===== src/rtl/tdm_demux4.sv =====
// Four-channel TDM demultiplexer: aligns to a slot-0 sync marker and
// presents all four channel words together once per complete frame.
module tdm_demux4 #(
    parameter int unsigned DATA_W           = 1,
    parameter bit          SYNC_EVERY_FRAME = 1'b1
) (
    input  logic              clk,
    input  logic              rst_n,
    input  logic              in_valid,
    input  logic              frame_sync,
    input  logic [DATA_W-1:0] din,
    output logic [DATA_W-1:0] out_a,
    output logic [DATA_W-1:0] out_b,
    output logic [DATA_W-1:0] out_c,
    output logic [DATA_W-1:0] out_d,
    output logic              frame_valid,
    output logic              locked,
    output logic              sync_err
);

    localparam logic StHunt   = 1'b0;
    localparam logic StLocked = 1'b1;

    logic              state_q, state_d;
    logic [1:0]        slot_q, slot_d;
    logic [DATA_W-1:0] sh0_q, sh0_d;
    logic [DATA_W-1:0] sh1_q, sh1_d;
    logic [DATA_W-1:0] sh2_q, sh2_d;
    logic [DATA_W-1:0] out_a_q, out_a_d;
    logic [DATA_W-1:0] out_b_q, out_b_d;
    logic [DATA_W-1:0] out_c_q, out_c_d;
    logic [DATA_W-1:0] out_d_q, out_d_d;
    logic              frame_valid_q, frame_valid_d;
    logic              sync_err_q, sync_err_d;

    always_comb begin
        state_d       = state_q;
        slot_d        = slot_q;
        sh0_d         = sh0_q;
        sh1_d         = sh1_q;
        sh2_d         = sh2_q;
        out_a_d       = out_a_q;
        out_b_d       = out_b_q;
        out_c_d       = out_c_q;
        out_d_d       = out_d_q;
        frame_valid_d = 1'b0;
        sync_err_d    = 1'b0;

        if (in_valid) begin
            if (state_q == StHunt) begin
                if (frame_sync) begin
                    sh0_d   = din;
                    slot_d  = 2'd1;
                    state_d = StLocked;
                end
            end else if (frame_sync && (slot_q != 2'd0)) begin
                // Early sync: drop the partial frame and restart on this beat.
                sync_err_d = 1'b1;
                sh0_d      = din;
                slot_d     = 2'd1;
            end else if (!frame_sync && (slot_q == 2'd0) && SYNC_EVERY_FRAME) begin
                sync_err_d = 1'b1;
                state_d    = StHunt;
            end else begin
                unique case (slot_q)
                    2'd0: sh0_d = din;
                    2'd1: sh1_d = din;
                    2'd2: sh2_d = din;
                    2'd3: begin
                        out_a_d       = sh0_q;
                        out_b_d       = sh1_q;
                        out_c_d       = sh2_q;
                        out_d_d       = din;
                        frame_valid_d = 1'b1;
                    end
                    default: ;
                endcase
                slot_d = slot_q + 2'd1;
            end
        end
    end

    always_ff @(posedge clk) begin
        if (!rst_n) begin
            state_q       <= StHunt;
            slot_q        <= 2'd0;
            sh0_q         <= '0;
            sh1_q         <= '0;
            sh2_q         <= '0;
            out_a_q       <= '0;
            out_b_q       <= '0;
            out_c_q       <= '0;
            out_d_q       <= '0;
            frame_valid_q <= 1'b0;
            sync_err_q    <= 1'b0;
        end else begin
            state_q       <= state_d;
            slot_q        <= slot_d;
            sh0_q         <= sh0_d;
            sh1_q         <= sh1_d;
            sh2_q         <= sh2_d;
            out_a_q       <= out_a_d;
            out_b_q       <= out_b_d;
            out_c_q       <= out_c_d;
            out_d_q       <= out_d_d;
            frame_valid_q <= frame_valid_d;
            sync_err_q    <= sync_err_d;
        end
    end

    assign out_a       = out_a_q;
    assign out_b       = out_b_q;
    assign out_c       = out_c_q;
    assign out_d       = out_d_q;
    assign frame_valid = frame_valid_q;
    assign sync_err    = sync_err_q;
    assign locked      = (state_q == StLocked);

endmodule

===== config.mk =====
export PLATFORM = sky130hd
export DESIGN_NAME = tdm_demux4
export DESIGN_NICKNAME = d
export VERILOG_FILES = /design/src/rtl/tdm_demux4.sv
export SDC_FILE = /design/constraint.sdc
export NUM_CORES = 1
export LEC_CHECK = 0
export ABC_AREA = 1
export ABC_CLOCK_PERIOD_IN_PS = 3700
export CAP_MARGIN = 15
export CORE_AREA = 5 5 42 44
export CTS_CLUSTER_DIAMETER = 40
export DETAILED_ROUTE_END_ITERATION = 6
export DIE_AREA = 0 0 47 49
export PLACE_DENSITY = 0.81
export SYNTH_ARGS = -nofsm -noshare
export SYNTH_HDL_FRONTEND = slang
export SYNTH_SLANG_ARGS = --single-unit

===== constraint.sdc =====
create_clock -name clk -period 3.7 [get_ports clk]
set_clock_uncertainty 0.2 [all_clocks]
set_input_delay 0.74 -clock clk [delete_from_list [all_inputs] [get_ports clk]]
set_output_delay 0.74 -clock clk [all_outputs]
set_load 0.02 [all_outputs]

==> reports/metrics.csv, run 1 <==
metric,value,unit
max-cap violation count,0,
crit path DAT,1.38,ns
Slowest cell on crit path,clkdlybuf4s50_1,
Max Slew Vio Count,0,
post-CTS sizing,0,
Max Fclk,431.4,MHz
Initial DRC Count,7,
antenna violations before repair,0,
die width,47,µm
DPL Wire Length,854.9,µm
setup tns final,0,ns
worst vdd ir,0.0001963,V
Final Setup Violations,0,
grt total ovfl,0,
"Seq/Total Area, Yosys",0.3975,
combinational group share of total power,0.137,
initial core utilization,0.4313,
port bufs,11,
sw power,67.83,µW
DRC,0,
floorplan row count,14,
"Clk Latency, worst-skew pair",0.27,ns
min-delay worst type,flop to flop,
clk sinks,12,
YS warnings,0,
I/O pins,12,
Seq pwr share,0.494,
worst-path cell chain,clkdlybuf4s50_1,
Synth cell types,13,
Total Wirelength,1073,µm
core area,1401,µm²
post-cts hold buffer count,0,
DIE HEIGHT,49,µm
Pleak,0.0003508,µW
Ant. Diodes,0,
RSZ-0062 raised after global routing,false,
P_int,209.0,µW
CTS tree,done,
total CTS buffers,3,
# fillers,140,
crit path max fanout,7,
Rel. slew slack,0.7254,
Final Util,0.5464,
fraction of layout cells with a size suffix above 1,0.07071,
Worst path top cell family by delay,buffers and inverters,
syn_nets,97,
Clock Path Buffers,2,
Mapped Cells,85,
Cell Pwr Density,361.6,nW/µm²
CP endpoint kind,primary output,
clock network fraction of total power,0.368,
clock root buffer,clkbuf_4,
final hold vios,0,
Switching Share,0.2450,
Final Power,276.9,µW
WS Path Type,flop to primary output,
CP peak stage delay,0.65,ns
remaining antenna violation count,0,
worst slew pin tran,0.4106,ns
setup bufs post-CTS,0,
DP Cell Count,111,
largest net degree at the start of global routing,13,
crit path buf inv count,1,
Mapped Area,604.3,µm²
Avg Vias per Cell,4.600,
design area,765.7,µm²
Mapped Avg Cell Area,7.110,µm²
Synth Register Bits,12,
status,"finished, final reports clean",
gpl congestion,0.7511,
vias in the first global route,475,
CP Launch Type,flop,
crit share post-route,0.6264,
routed len/inst,9.330,µm
post-route insts no fill,115,
NumNets Final,112,
P&R area growth vs syn,26.71,%
Crit path required time,2.76,ns
GRT Util Overall,0.1130,
htree depth,1,
"Reg clk slew, reported paths",0.07,ns
first-pass GRT wire length,1821,µm
Post-DP Area,729.5,µm²
die area,2303,µm²
vias,529,
fin crit period,2.318,ns
TritonRoute pass-1 iters,4,
final cells by class:
cell class | count | area [µm²] | share of cell area
Inverter | 14 | 52.55 | 0.06863
Clock buffer | 4 | 36.28 | 0.04739
Multi-Input combinational cell | 58 | 306.5 | 0.4003
Sequential cell | 12 | 240.2 | 0.3137
Timing Repair Buffer | 11 | 110.1 | 0.1438
Tap cell | 16 | 20.02 | 0.02614
final timing paths:
kind              slack (ns)  startpoint  cells past startpoint  endpoint
setup / recovery        1.38      locked                      1    locked
hold / removal          0.25       sh0_q                      2     sh0_q
setup reg to reg        1.88   slot_q[0]                      8     out_a
hold reg to reg         0.25       sh0_q                      2     sh0_q
Yosys cell counts (all sizes together):
| master | number | area share |
|---|---|---|
| nand3 | 4 | 0.041 |
| nor3 | 1 | 0.0083 |
| ha | 7 | 0.14 |
| inv | 14 | 0.087 |
| a21oi | 2 | 0.017 |
| and3 | 1 | 0.012 |
| o21ai | 2 | 0.017 |
| buf | 1 | 0.0083 |
| nor2 | 20 | 0.14 |
| dfxtp | 12 | 0.40 |
| nand2 | 21 | 0.13 |
per-layer routing:
layer,track usage,share of wire
met5,0,0
met1,0.1175,0.42
met2,0.1742,0.49
met4,0.06912,0.029
met3,0.05535,0.063
layout by cell type, fill, tap and decap left out:
cell type	instances
ha_1	7
and3_2	1
a21oi_1	2
clkbuf_8	1
clkdlybuf4s50_1	11
nand3_1	3
nand2_1	21
nor2_4	1
o21ai_0	2
dfxtp_1	12
inv_1	14
nor3_1	1
clkbuf_4	3
nor2_1	19
nand3_2	1
state kept, by name, summed over array words and instances (netlist names):
signal       count
slot_q           2
out_a            1
out_d            1
out_b            1
sh2_q            1
sync_err         1
frame_valid      1
sh1_q            1
locked           1
out_c            1
sh0_q            1
cell families (layout without fill, tap and decap cells):
logic type / after synthesis / in the layout / synth area share
and+or+nand+nor: 47 / 47 / 0.3292
adders and majority gates: 7 / 7 / 0.1449
buffers and inverters: 15 / 29 / 0.09523
AOI/OAI and AO/OA: 4 / 4 / 0.03313
DFF: 12 / 12 / 0.3975
through the flow:
stage	hold slack [ns]	setup slack [ns]
after floorplan	0.2291	1.897
after global placement	0.2403	1.307
after detailed placement	0.2455	1.267
after CTS	0.2561	1.363
after global routing	0.3099	1.325
final	0.2547	1.382
power groups by stage:
stage / clock network, µW / logic, µW / registers (µW)
finish: 102 / 38.0 / 137
global route: 112 / 43.6 / 138
CTS: 106 / 38.2 / 137
detailed placement: 0 / 38.1 / 140
global placement: 0 / 36.4 / 140
floorplan: 0 / 24.1 / 141
Power figures use the tool's default switching activity.
==> run 2, diff against run 1 <==
Settings changed: ABC_CLOCK_PERIOD_IN_PS 3700 to 2350.
Clock period 3.7 ns to 2.35 ns, I/O delays scaled along.
==> reports/metrics.csv, run 2 (synthesized netlist as in run 1, its figures left out) <==
metric,value,unit,change
fin crit period,2.048,ns,
max-cap violation count,0,,unchanged
R2R setup slack,0.51,ns,was 1.88 ns
setup bufs post-CTS,0,,unchanged
"commonest cells after routing, fill and taps aside","nand2_1 (21), nor2_1 (19), inv_1 (14)",,unchanged
FF-to-FF End,out_d,,was out_a
CP Launch Type,flop,,unchanged
setup tns final,0,ns,unchanged
CP Launch Point,locked,,unchanged
worst vdd ir,0.0004833,V,was 0.0001963 V
die area,2303,µm²,unchanged
Ant. Diodes,0,,unchanged
design area,765.7,µm²,unchanged
"Reg clk slew, reported paths",0.07,ns,about the same
clock root buffer,clkbuf_4,,unchanged
I/O pins,12,,unchanged
CP endpoint,locked,,unchanged
Total Wirelength,1054,µm,was 1073 µm
DPL Wire Length,845.7,µm,was 854.9 µm
# fillers,144,,was 140
Reg-to-Reg Start,slot_q[0],,unchanged
post-route insts no fill,115,,unchanged
CTS tree,done,,unchanged
Pleak,0.0003508,µW,unchanged
port bufs,11,,unchanged
fraction of layout cells with a size suffix above 1,0.07071,,unchanged
Cell Pwr Density,567.1,nW/µm²,was 361.6 nW/µm²
final hold vios,0,,unchanged
NumNets Final,112,,unchanged
vias in the first global route,459,,was 475
Crit path required time,1.68,ns,was 2.76 ns
post-cts hold buffer count,0,,unchanged
min-delay worst type,flop to flop,,unchanged
htree depth,1,,unchanged
CP Depth,1,,unchanged
status,"finished, final reports clean",,unchanged
Sequential Area,240.2,µm²,unchanged
die width,47,µm,unchanged
Reg2Reg Depth,8,,unchanged
DP Cell Count,111,,unchanged
gpl congestion,0.7504,,was 0.7511
routed len/inst,9.165,µm,was 9.330 µm
Final Power,434.3,µW,was 276.9 µW
Initial DRC Count,7,,unchanged
post-CTS sizing,0,,unchanged
Max Fclk,488.3,MHz,
Max Slew Vio Count,0,,unchanged
GRT Util Overall,0.1123,,was 0.1130
remaining antenna violation count,0,,unchanged
RSZ-0062 raised after global routing,false,,unchanged
worst slew pin tran,0.3914,ns,was 0.4106 ns
hold slack,0.2645,ns,was 0.2547 ns
total CTS buffers,3,,unchanged
first-pass GRT wire length,1814,µm,was 1821 µm
initial core utilization,0.4313,,unchanged
Biggest register,slot_q,,unchanged
area occupied by multi-input gates,306.5,µm²,unchanged
Final Setup Violations,0,,unchanged
Rel. slew slack,0.7383,,was 0.7254
floorplan row count,14,,unchanged
Avg Vias per Cell,4.504,,was 4.600
crit path buf inv count,1,,unchanged
CP peak stage delay,0.65,ns,about the same
P&R area growth vs syn,26.71,%,unchanged
crit path max fanout,7,,unchanged
Clock Path Buffers,2,,unchanged
crit share post-route,0.8715,,
vias,518,,was 529
"commonest non-fill, non-tap cell in the layout",nand2_1,,unchanged
worst-path cell chain,clkdlybuf4s50_1,,unchanged
Post-DP Area,729.5,µm²,unchanged
"Clk Latency, worst-skew pair",0.27,ns,about the same
CP endpoint kind,primary output,,unchanged
Worst path top cell family by delay,buffers and inverters,,unchanged
antenna violations before repair,0,,unchanged
TritonRoute pass-1 iters,2,,was 4
max reg flops,2,,unchanged
crit path DAT,1.38,ns,about the same
core area,1401,µm²,unchanged
DRC,0,,unchanged
Slowest cell on crit path,clkdlybuf4s50_1,,unchanged
largest net degree at the start of global routing,13,,unchanged
clk sinks,12,,unchanged
grt total ovfl,0,,unchanged
DIE HEIGHT,49,µm,unchanged
WS Path Type,flop to primary output,,unchanged
==> run 2: area by class of cell <==
cell class,instances,area share
Sequential cell,12,0.3137
Tap cell,16,0.02614
Timing Repair Buffer,11,0.1438
Multi-Input combinational cell,58,0.4003
Clock buffer,4,0.04739
Inverter,14,0.06863
==> run 2: how the worst min path moves through the flow <==
| stage | from | to | slack (ns) | cells after the start |
|---|---|---|---|---|
| 2_1_floorplan | sh0_q | sh0_q | 0.23 | 2 |
| 3_3_place_gp | sh0_q | sh0_q | 0.24 | 2 |
| 3_5_place_dp | sh0_q | sh0_q | 0.25 | 2 |
| 4_1_cts | sh0_q | sh0_q | 0.26 | 2 |
| 5_1_grt | sh0_q | sh0_q | 0.29 | 2 |
| 6_report | sh0_q | sh0_q | 0.26 | 2 |
==> run 2: through the flow <==
step / setup WS [ns] / utilization
CTS: 0.2961 / 0.5464
finish: 0.3019 / 0.5464
floorplan: 0.6680 / -
global placement: 0.2273 / 0.5205
global route: 0.2453 / 0.5464
detailed placement: 0.1911 / 0.5205
==> run 2: power by group <==
group	leakage (µW)	total [µW]	internal [µW]	switching, µW
Sequential	0.0000976	216	210	5.86
Clock	0.0000210	159	94.2	64.8
Combinational	0.000232	59.6	25.1	34.6
Total	0.000351	434	329	105
==> run 2: routing by layer <==
layer | routed length, µm | GRT usage | vias up
met1 | 459 | 0.1220 | 219
met5 | 0 | 0 | -
met3 | 64 | 0.05535 | 4
li1 | - | - | 287
met2 | 499 | 0.1674 | 8
met4 | 30 | 0.06912 | 0
==> run 3, diff against run 2 <==
Settings changed: CAP_MARGIN 15 to 20.
==> results of run 3 <==
No change in the layout: final DEF, timing and power equal those of run 2.
